$ cat src/rtl/tmr_irq_ctrl.sv
// Timer interrupt controller: edge-detects TMR_OVF/TMR_UDF into W1C status with
// overrun tracking, gates with enables and drives TMR_IRQ. Build macro: TMR_IRQ_EVCNT_EN adds event counters.
module tmr_irq_ctrl #(
    parameter int unsigned ADDR_WIDTH = 8,
    parameter int unsigned DATA_WIDTH = 8
) (
    input  logic                  PCLK,
    input  logic                  PRESET,
    input  logic                  PSEL,
    input  logic                  PENABLE,
    input  logic                  PWRITE,
    input  logic [ADDR_WIDTH-1:0] PADDR,
    input  logic [DATA_WIDTH-1:0] PWDATA,
    output logic [DATA_WIDTH-1:0] PRDATA,
    output logic                  PREADY,
    output logic                  PSLVERR,
    input  logic                  TMR_OVF,
    input  logic                  TMR_UDF,
    output logic                  TMR_IRQ
);

    localparam int unsigned REG_W = 8;
    localparam int unsigned LO_W  = 3;

    localparam logic [LO_W-1:0] A_EN   = 3'd0;
    localparam logic [LO_W-1:0] A_STS  = 3'd1;
    localparam logic [LO_W-1:0] A_RAW  = 3'd2;
    localparam logic [LO_W-1:0] A_CFG  = 3'd3;
    localparam logic [LO_W-1:0] A_OCNT = 3'd4;
    localparam logic [LO_W-1:0] A_UCNT = 3'd5;

    logic [1:0] flag_q, flag_d;
    logic [1:0] en_q, en_d;
    logic [3:0] sts_q, sts_d;
    logic       cfg_q, cfg_d;
    logic       pend_q, pend_d;
    logic       irq_q, irq_d;

    logic [LO_W-1:0]  addr_lo;
    logic             addr_hi_ok;
    logic             mapped;
    logic             acc;
    logic             wr_en;
    logic             rd_en;
    logic [1:0]       evt;
    logic [1:0]       ovr_set;
    logic [3:0]       clr;
    logic [REG_W-1:0] rdata;
    logic             unused_wdata;

    assign addr_lo      = PADDR[LO_W-1:0];
    assign addr_hi_ok   = (PADDR >> LO_W) == ADDR_WIDTH'(0);
    assign unused_wdata = ^PWDATA[DATA_WIDTH-1:4];

    // Transfers are dropped while reset is held so nothing completes mid-reset
    assign acc   = PSEL & PENABLE & ~PRESET;
    assign wr_en = acc & PWRITE & mapped;
    assign rd_en = acc & ~PWRITE & mapped;

`ifdef TMR_IRQ_EVCNT_EN
    logic [REG_W-1:0] cnt_q [2];
    logic [REG_W-1:0] cnt_d [2];
    logic [1:0]       cnt_clr;
`endif

    always_comb begin
        mapped = 1'b0;
        if (addr_hi_ok) begin
            case (addr_lo)
                A_EN, A_STS, A_RAW, A_CFG: mapped = 1'b1;
`ifdef TMR_IRQ_EVCNT_EN
                A_OCNT, A_UCNT:            mapped = 1'b1;
`endif
                default:                   mapped = 1'b0;
            endcase
        end
    end

    // Status, enables, config and IRQ generation
    always_comb begin
        flag_d  = {TMR_UDF, TMR_OVF};
        evt     = flag_d & ~flag_q;
        clr     = (wr_en && addr_lo == A_STS) ? PWDATA[3:0] : 4'b0000;
        // A clear racing a new event means the event replaces it rather than overrunning
        ovr_set = evt & sts_q[1:0] & ~clr[1:0];
        sts_d   = {ovr_set | (sts_q[3:2] & ~clr[3:2]), evt | (sts_q[1:0] & ~clr[1:0])};
        en_d    = (wr_en && addr_lo == A_EN) ? PWDATA[1:0] : en_q;
        cfg_d   = (wr_en && addr_lo == A_CFG) ? PWDATA[0] : cfg_q;
        pend_d  = |(sts_q[1:0] & en_q);
        irq_d   = cfg_q ? (pend_d & ~pend_q) : pend_d;
    end

`ifdef TMR_IRQ_EVCNT_EN
    // Saturating event counters; a clear coinciding with an event leaves a count of one
    always_comb begin
        cnt_clr[0] = wr_en && addr_lo == A_OCNT;
        cnt_clr[1] = wr_en && addr_lo == A_UCNT;
        for (int i = 0; i < 2; i++) begin
            cnt_d[i] = cnt_q[i];
            if (cnt_clr[i]) begin
                cnt_d[i] = REG_W'(evt[i]);
            end else if (evt[i] && cnt_q[i] != 8'hFF) begin
                cnt_d[i] = cnt_q[i] + 8'd1;
            end
        end
    end
`endif

    always_comb begin
        rdata = 8'h00;
        case (addr_lo)
            A_EN:    rdata = {6'b0, en_q};
            A_STS:   rdata = {4'b0, sts_q};
            A_RAW:   rdata = {6'b0, TMR_UDF, TMR_OVF};
            A_CFG:   rdata = {7'b0, cfg_q};
`ifdef TMR_IRQ_EVCNT_EN
            A_OCNT:  rdata = cnt_q[0];
            A_UCNT:  rdata = cnt_q[1];
`endif
            default: rdata = 8'h00;
        endcase
    end

    assign PRDATA  = rd_en ? DATA_WIDTH'(rdata) : DATA_WIDTH'(0);
    assign PREADY  = acc;
    assign PSLVERR = acc & ~mapped;
    assign TMR_IRQ = irq_q;

    always_ff @(posedge PCLK) begin
        if (PRESET) begin
            flag_q <= 2'b00;
            en_q   <= 2'b00;
            sts_q  <= 4'h0;
            cfg_q  <= 1'b0;
            pend_q <= 1'b0;
            irq_q  <= 1'b0;
        end else begin
            flag_q <= flag_d;
            en_q   <= en_d;
            sts_q  <= sts_d;
            cfg_q  <= cfg_d;
            pend_q <= pend_d;
            irq_q  <= irq_d;
        end
    end

`ifdef TMR_IRQ_EVCNT_EN
    always_ff @(posedge PCLK) begin
        for (int i = 0; i < 2; i++) begin
            if (PRESET) begin
                cnt_q[i] <= 8'h00;
            end else begin
                cnt_q[i] <= cnt_d[i];
            end
        end
    end
`endif

endmodule
$ cat config.mk
export PLATFORM = sky130hd
export DESIGN_NAME = tmr_irq_ctrl
export DESIGN_NICKNAME = d
export VERILOG_FILES = /design/src/rtl/tmr_irq_ctrl.sv
export SDC_FILE = /design/constraint.sdc
export NUM_CORES = 1
export LEC_CHECK = 0
export ABC_AREA = 1
export BUFFER_PORTS_ARGS = -buffer_cell sky130_fd_sc_hd__buf_2
export CAP_MARGIN = 20
export CORE_MARGIN = 4
export CORE_UTILIZATION = 42
export CTS_CLUSTER_SIZE = 20
export DETAILED_ROUTE_END_ITERATION = 10
export PLACE_DENSITY = 0.77
export SYNTH_ARGS = -nofsm -noshare
export SYNTH_HDL_FRONTEND = slang
export SYNTH_SLANG_ARGS = --single-unit
$ cat constraint.sdc
create_clock -name PCLK -period 1.2 [get_ports PCLK]
set_input_delay 0.24 -clock PCLK [delete_from_list [all_inputs] [get_ports PCLK]]
set_output_delay 0.24 -clock PCLK [all_outputs]
set_load 0.02 [all_outputs]
==> results.py <==
metrics = {
    "global_route": {
        "overflow": 0,
        "grt_pass1_vias": 629,
        "grt_pass1_wl_um": 2520,
        "antenna_found_initial": 0,
        "grt_use_total": 0.173,
        "grt_max_degree": 12,
    },
    "floorplan": {
        "core-area_mm2": 0.00133,
        "die_y_um": 46.0,
        "start_util": 0.454,
        "num_rows": 13,
        "io_pins": 34,
        "die_w_um": 46.0,
        "die_area_mm2": 0.00211,
    },
    "finish": {
        "finalCoreUtilization": 0.771,
        "area_growth_pct": 69.8,
        "filler_cell_count": 89,
        "nets": 156,
        "fin_area_mm2": 0.00103,
        "antenna_cells": 0,
        "drive_above_1_share": 0.508,
    },
    "logic_synthesis": {
        "synth_common_cells": "nand2_1, inv_1, nor2_1",
        "yosysSeqAreaShare": 0.364,
        "yosys.area.top_type": "dfxtp_1",
        "netlist-cell-type-count": 20,
        "synth_area_leaders": "dfxtp_1, nand2_1, inv_1",
        "syn-cell-area_um2": 606,
        "synth_seq_cells": 11,
        "synth-async-reset-ratio": 0,
        "synth.top_cell.area_share": 0.364,
        "avgSynthCellArea_um2": 6.65,
        "yosys.cell_count.top_type": "nand2_1",
        "syn_inst": 91,
        "synth_edf_count": 0,
        "synth-main-ff-cell": "dfxtp_1",
        "yosysWarnings": 0,
    },
    "clock_network": {
        "clock_latency_ns": 0.27,
        "clock-sinks": 11,
        "cts.reportedPaths.clkPinSlew_ns": 0.07,
        "htreeDepth": 1,
        "hold_buffers": 0,
        "numCtsBuffers": 3,
        "clockBufferDepth": 2,
        "clk_root_buffer_cell": "clkbuf_4",
        "cts_tree": "yes",
    },
    "sta": {
        "setup-violations-final": 5,
        "finalHoldViolCount": 0,
        "final.setup.worst_slack_ns": -0.261,
        "drv_slew": 0,
        "min_period_ns": 1.46,
        "rsz0062_at_grt": "true",
        "finalCritPeriodShare": 1.22,
        "tns_ns": -0.861,
        "fin_skew_ns": 0.00443,
        "holdWs_ns": 0.207,
        "max_freq_mhz": 684,
    },
    "critical_path": {
        "worstSetupEndpointType": "output port",
        "critical_path_class": "reg -> out",
        "crit_arrival_ns": 1.22,
        "cpPeakStageDelay_ns": 0.33,
        "critPathLaunchType": "flop",
        "slowest_stage": "dfxtp_2",
        "crit_path_cell_trace": "inv_2 -> nor2_2 -> a211oi_2 -> buf_4 -> nor2_4 -> buf_6",
        "cp.required_ns": 0.96,
        "crit_fanout": 2,
    },
    "place": {
        "gp_congestion": 0.811,
        "io_buffers": 25,
        "placed_area_um2": 815,
        "dp_hpwl_um": 1160,
    },
    "power_and_ir_drop": {
        "power_frac_seq": 0.461,
        "power.internal_mw": 0.595,
        "p_per_area_mw_per_mm2": 814,
        "p_switching_mw": 0.242,
        "power.total_mw": 0.837,
        "leakagePower_nw": 0.470,
        "ir_drop_uv": 613,
        "power_switching_share": 0.289,
        "power_frac_clock": 0.314,
        "combPwrFrac": 0.225,
    },
    "worst_hold_path": {
        "hold_class": "in -> reg",
    },
    "outcome": {
        "violations": "setup timing",
        "run_status": "complete, but fails checks",
    },
    "flow_run": {
        "max-cap-violations": 0,
    },
    "detailed_routing": {
        "vias_per_cell": 5.06,
        "ant_nets": 0,
        "vias": 744,
        "drc": 0,
        "drt_first_pass_iters": 4,
        "drt_iter0_drc": 23,
        "post_drt_wl_per_cell_um": 14.0,
        "drt-total-wl_um": 2060,
    },
}
per-stage QoR:
stage / cells / worst slack [ns]
after floorplan: 94 / 0.0518
after global placement: 137 / -0.196
after detailed placement: 137 / -0.197
after CTS: 145 / -0.289
after global routing: 147 / -0.310
final: 147 / -0.261
sequential cells by signal, summed over array words and instances, names as in the netlist:
register and count:
sts_q 4, en_q 2, flag_q 2, TMR_IRQ 1, cfg_q 1, pend_q 1
power by group through the flow:
stage	clock network [mW]	logic (mW)	registers, mW
after floorplan	0	0.0717	0.391
after global placement	0	0.122	0.392
after detailed placement	0	0.124	0.393
after CTS	0.265	0.154	0.384
after global routing	0.290	0.202	0.386
final	0.263	0.188	0.386
placed cells by master, fill, tap and decap left out, types with 7 or more instances in the layout:
cell type | netlist | routed
a21oi_1 | 7 | 7
buf_6 | 0 | 11
nor2_4 | 1 | 7
nand2_1 | 19 | 18
buf_2 | 0 | 14
buf_4 | 4 | 14
dfxtp_1 | 11 | 7
nor2_1 | 13 | 7
inv_1 | 13 | 9
nand3_1 | 9 | 8
area by class of cell:
| class | instances | area (um2) | area share |
|---|---|---|---|
| Multi-Input combinational cell | 65 | 410 | 0.399 |
| Clock buffer | 4 | 26.3 | 0.0255 |
| Tap cell | 15 | 18.8 | 0.0182 |
| Sequential cell | 11 | 225 | 0.219 |
| Inverter | 13 | 48.8 | 0.0474 |
| Timing Repair Buffer | 39 | 299 | 0.291 |
worst max-delay path: cells and delay by family, from the launching register on:
| kind | cells | cell delay, ns |
|---|---|---|
| buffers and inverters | 3 | 0.34 |
| AOI/OAI and AO/OA | 1 | 0.20 |
| and+or+nand+nor | 2 | 0.07 |
| DFF | 1 | 0.33 |
layer usage:
metal  global-route usage  part of all wire
met1                0.186              0.39
met2                0.294              0.49
met3               0.0395             0.099
met4                0.119             0.013
met5                    0                 0
kinds of logic after synthesis:
logic type / share of synthesized area
simple gates: 0.374
buf+inv: 0.136
compound gates: 0.120
flops: 0.364
other cells: 0.00619
repair_timing:
action                                  in CTS  in global routing
endpoints found under the hold margin        0                  0
endpoints found under the setup margin       5                  5
gates cloned                                 0                  0
gates resized for setup                     25                 14
buffers inserted                             4                  2
pin swaps                                    3                  8
worst paths after layout:
path	start	endpoint	slack (ns)	depth (start not counted)
worst min-delay path	TMR_UDF	flag_q[1]	0.21	3
worst max register to register	flag_q[0]	sts_q[2]	0.22	4
worst min register to register	pend_q	TMR_IRQ	0.41	1
worst max-delay path	sts_q[0]	PRDATA[0]	-0.26	6
Note: power is estimated with default switching activity, not from simulation.
